File: config.mk
export PLATFORM = sky130hd
export DESIGN_NAME = nn_mem_reader
export DESIGN_NICKNAME = d
export VERILOG_FILES = /design/src/rtl/nn_mem_reader.sv
export SDC_FILE = /design/constraint.sdc
export NUM_CORES = 1
export LEC_CHECK = 0
export ABC_AREA = 1
export CORE_ASPECT_RATIO = 1.2
export CORE_UTILIZATION = 57
export DETAILED_ROUTE_END_ITERATION = 10
export PLACE_DENSITY = 0.93
export SLEW_MARGIN = 25
export SYNTH_ARGS = -nofsm -noshare
export SYNTH_HDL_FRONTEND = slang
export SYNTH_SLANG_ARGS = --single-unit
export TNS_END_PERCENT = 50
File: constraint.sdc
create_clock -name clk -period 2.2 [get_ports clk]
set_input_delay 0.44 -clock clk [delete_from_list [all_inputs] [get_ports clk]]
set_output_delay 0.44 -clock clk [all_outputs]
set_load 0.005 [all_outputs]
File: src/rtl/nn_mem_reader.sv
// nn_mem_reader: walks every bank of the memory with single-bit reads and
// hands each packed word to the compute module over a valid/ready handshake.
module nn_mem_reader #(
  parameter int ADDR_LEN = 20,
  parameter int SEL_LEN  = 2,
  parameter int RW_LEN   = 2,
  parameter int NUM_SEL  = 4,
  parameter int WORD_LEN = 8,
  parameter int RD_LAT   = 1
) (
  input  logic                clk,
  input  logic                rst,
  input  logic                start_compute,
  output logic                busy,
  output logic                done,
  output logic [ADDR_LEN-1:0] rd_addr,
  output logic [SEL_LEN-1:0]  rd_sel,
  output logic [RW_LEN-1:0]   rd_rw,
  input  logic                rd_data,
  output logic [WORD_LEN-1:0] word_data,
  output logic [SEL_LEN-1:0]  word_sel,
  output logic                word_valid,
  input  logic                word_ready
);
  localparam int IW = WORD_LEN > 1 ? $clog2(WORD_LEN) : 1;
  localparam logic [RW_LEN-1:0] RD = RW_LEN'(2);
  localparam logic [ADDR_LEN-1:0] LAST_ADDR = ADDR_LEN'(WORD_LEN - 1);
  localparam logic [SEL_LEN-1:0] LAST_BANK = SEL_LEN'(NUM_SEL - 1);
  typedef enum logic [2:0] {S_IDLE, S_ISSUE, S_DRAIN, S_PRESENT, S_DONE} state_t;
  state_t state;
  logic [SEL_LEN-1:0] bank;
  logic [RD_LAT-1:0] tag_v;
  logic [IW-1:0] tag_i [RD_LAT];
  assign rd_sel = bank;
  assign word_sel = bank;
  always_ff @(posedge clk or negedge rst)
    if (!rst) begin
      state <= S_IDLE;
      bank <= '0;
      busy <= 1'b0;
      done <= 1'b0;
      rd_addr <= '0;
      rd_rw <= '0;
      word_data <= '0;
      word_valid <= 1'b0;
      tag_v <= '0;
      for (int i = 0; i < RD_LAT; i++) tag_i[i] <= '0;
    end else begin
      // each issued read is tagged with its bit index and retired RD_LAT edges later
      tag_v[0] <= state == S_ISSUE;
      tag_i[0] <= rd_addr[IW-1:0];
      for (int i = 1; i < RD_LAT; i++) begin
        tag_v[i] <= tag_v[i-1];
        tag_i[i] <= tag_i[i-1];
      end
      if (tag_v[RD_LAT-1]) word_data[tag_i[RD_LAT-1]] <= rd_data;
      case (state)
        S_IDLE:
          if (start_compute) begin
            state <= S_ISSUE;
            bank <= '0;
            busy <= 1'b1;
            rd_rw <= RD;
            rd_addr <= '0;
            word_data <= '0;
          end
        S_ISSUE:
          if (rd_addr == LAST_ADDR) begin
            state <= S_DRAIN;
            rd_rw <= '0;
            rd_addr <= '0;
          end else rd_addr <= rd_addr + 1'b1;
        S_DRAIN:
          if (tag_v[RD_LAT-1] && tag_i[RD_LAT-1] == IW'(WORD_LEN - 1)) begin
            state <= S_PRESENT;
            word_valid <= 1'b1;
          end
        S_PRESENT:
          if (word_ready) begin
            word_valid <= 1'b0;
            if (bank == LAST_BANK) begin
              state <= S_DONE;
              done <= 1'b1;
            end else begin
              state <= S_ISSUE;
              bank <= bank + 1'b1;
              rd_rw <= RD;
              word_data <= '0;
            end
          end
        S_DONE: begin
          state <= S_IDLE;
          done <= 1'b0;
          busy <= 1'b0;
        end
        default: state <= S_IDLE;
      endcase
    end
endmodule

==> results_dict.tcl <==
set metrics [dict create \
    synth_top_area_cell "dfrtp_1" \
    routed_wl_mm 5.47 \
    routed_via_density 5.39 \
    synth_cell_types 28 \
    critical_path_arrival_ps 1410 \
    critPathLaunchType "register" \
    worst_ir_drop_vdd_mv 0.562 \
    critical_path_depth 1 \
    crit_path_cell_trace "clkdlybuf4s50_1" \
    synth_top_cells_by_area "dfrtp_1, nand2_1, nand3_1, nor2_1, inv_1" \
    critPathCaptureType "primary output" \
    required_ps 1760 \
    slowest_delay_ps 570 \
    overflow 0 \
    grt_pass1_vias 2169 \
    ys_warn_count 0 \
    synth_fp_nets 340 \
    vias 2313 \
    dpl_cell_area_um2 2780 \
    cts_hold_buf 0 \
    die_h_um 72.4 \
    fin_area_um2 2860 \
    p_leak_nw 1.33 \
    slew_headroom_pct 66.5 \
    gp_congestion 0.911 \
    die_x_um 60.7 \
    cts_resized 0 \
    post_drt_wl_per_cell_um 12.7 \
    synthArstFlopShare_pct 100 \
    hold_class "in -> async" \
    fin_setup_tns_ps 0 \
    rows 25 \
    grt_pass1_wl_mm 9.08 \
    hold_violations 0 \
    pin_count 42 \
    drc 0 \
    synth_enable_flop_cells 0 \
    cp_slowest_cell "clkdlybuf4s50_1" \
    core_um2 3940 \
    tritoncts "built" \
    min_period_ps 1850 \
    synth.avg_cell_area_um2 7.07 \
    rsz0062_at_grt "no" \
    cts-htree-levels 2 \
    synthTopCellsByCount "nand2_1, nor2_1, dfrtp_1" \
    cpLargestDelayFamily "buffers and inverters" \
    slew_viol_final 0 \
    antenna_left 0 \
    fin_cells 429 \
    max_clock_freq_ghz 0.541 \
    track_usage_pct 27.6 \
    place_inst 421 \
    drt_iter0_markers 157 \
    dp_hpwl_mm 3.95 \
    drv_cap 0 \
    cts_setup_buffers 0 \
    grt_max_degree 42 \
    cts_buffers 5 \
    area_growth_pct 21.5 \
    clkLatencyLatePin_ps 290 \
    numClockSinks 41 \
    die_area_um2 4390 \
    synth_flop_cell "dfrtp_1" \
    synth_top_area_share_pct 43.6 \
    synth.most_common_cell "nand2_1" \
    crit_type "reg -> out" \
    syn_inst 333 \
    synthesis.area_um2 2350 \
    power_w 0.00344 \
    min_period_over_period_pct 84.1 \
    ys_ff_latch 41 \
    status "finished, final reports clean" \
    clock_skew_ps 6.06 \
    fin_nets 381 \
    drive_above_1_share_pct 6.67 \
    worst_slew_pin_slew_ps 503 \
    first_pass_iters 6 \
    pwr_density_cell_nw_per_um2 1200 \
    cts-root-buf "clkbuf_8" \
    setup-violations-final 0 \
    diodes 0 \
    crit_path_max_fanout 9 \
    antenna_found_initial 0 \
    clk_pin_slew_ps 80 \
    critPathBufInv 1 \
    port_buffers 40 \
    seq_area_frac_synth_pct 43.6 \
    initial_core_util_pct 59.7 \
    cts_max_path_buffers 2 \
    reg2reg_depth 8 \
]
-- per-stage QoR --
stage                     hold slack (ps)  utilization (%)  worst slack [ps]
after global routing                  236             72.6               277
after global placement                456             70.4               533
after CTS                             210             72.6               357
after detailed placement              480             70.4               453
final                                 193             72.6               350
after floorplan                       144                -               693
-- final cells by class --
cell class              instances  area, um^2
fillers                       321        1080
clock inverters                 3        17.5
well taps                      54        67.6
inverters                      39         146
repair buffers                 41         403
flip-flops and latches         41        1030
multi-input cells             246        1130
clock buffers                   5        68.8
-- layout by cell type, fill, tap and decap left out --
master	synthesis	routed
clkinvlp_4	0	1
nand2_1	114	114
inv_1	35	35
o31ai_1	1	1
dfrtp_1	41	41
nand2_2	1	1
nor2_1	42	42
xor2_1	5	5
nand3_2	2	2
ha_1	2	2
clkbuf_8	0	5
nand2_4	1	1
o21ai_0	5	5
nor2_4	2	2
clkinv_2	0	2
nand3_1	33	33
nand4_1	8	8
buf_4	4	1
o22ai_1	3	3
buf_2	1	1
clkdlybuf4s50_1	0	39
a21oi_1	8	8
inv_2	4	4
o21a_1	1	1
o21ai_1	8	8
and2_1	2	2
xnor2_1	1	1
nor2_2	5	5
o21bai_1	1	1
conb_1	1	1
-- per-layer routing --
layer	global-route usage, %	vias up	part of all wire [%]
met1	31.6	1075	41
met4	13.4	0	2.7
met5	0	-	0
li1	-	1129	-
met3	5.53	17	5.5
met2	47.9	92	51
-- kinds of logic (layout without fill, tap and decap cells) --
kind of cell             after synthesis  after routing  synth area share, %
AO/OA/AOI/OAI                         27             27                 6.22
XOR/XNOR                               6              6                 2.23
adder cells (fa/ha/maj)                2              2                 1.06
buffers and inverters                 46             88                 8.34
flip-flops                            41             41                 43.6
other                                  1              1                0.159
AND/OR/NAND/NOR                      210            210                 38.4
-- report_power, final --
part | internal (W) | switching, W | total [W] | leakage (nW)
clock | 0.000219 | 0.000267 | 0.000486 | 0.0439
combinational | 0.000714 | 0.000875 | 0.00159 | 0.744
sequential | 0.00101 | 0.000357 | 0.00136 | 0.547
total | 0.00194 | 0.00150 | 0.00344 | 1.33
-- flip-flops by register name (all words and copies together) (netlist names) --
name        cells
busy            1
done            1
rd_addr        20
rd_rw           1
rd_sel          2
state           3
tag_i           3
tag_v           1
word_data       8
word_valid      1
-- final timing paths --
path | startpoint | to | slack, ps
setup reg to reg | rd_addr[0] | state[0] | 390
hold / removal | rst | rd_sel[0] | 190
min in group clk | rd_rw[1] | rd_rw[1] | 490
max in group asynchronous | rst | rd_addr[12] | 1660
setup / recovery | rd_addr[2] | rd_addr[2] | 350
hold reg to reg | rd_rw[1] | rd_rw[1] | 490
Note: power is estimated with default switching activity, not from simulation.
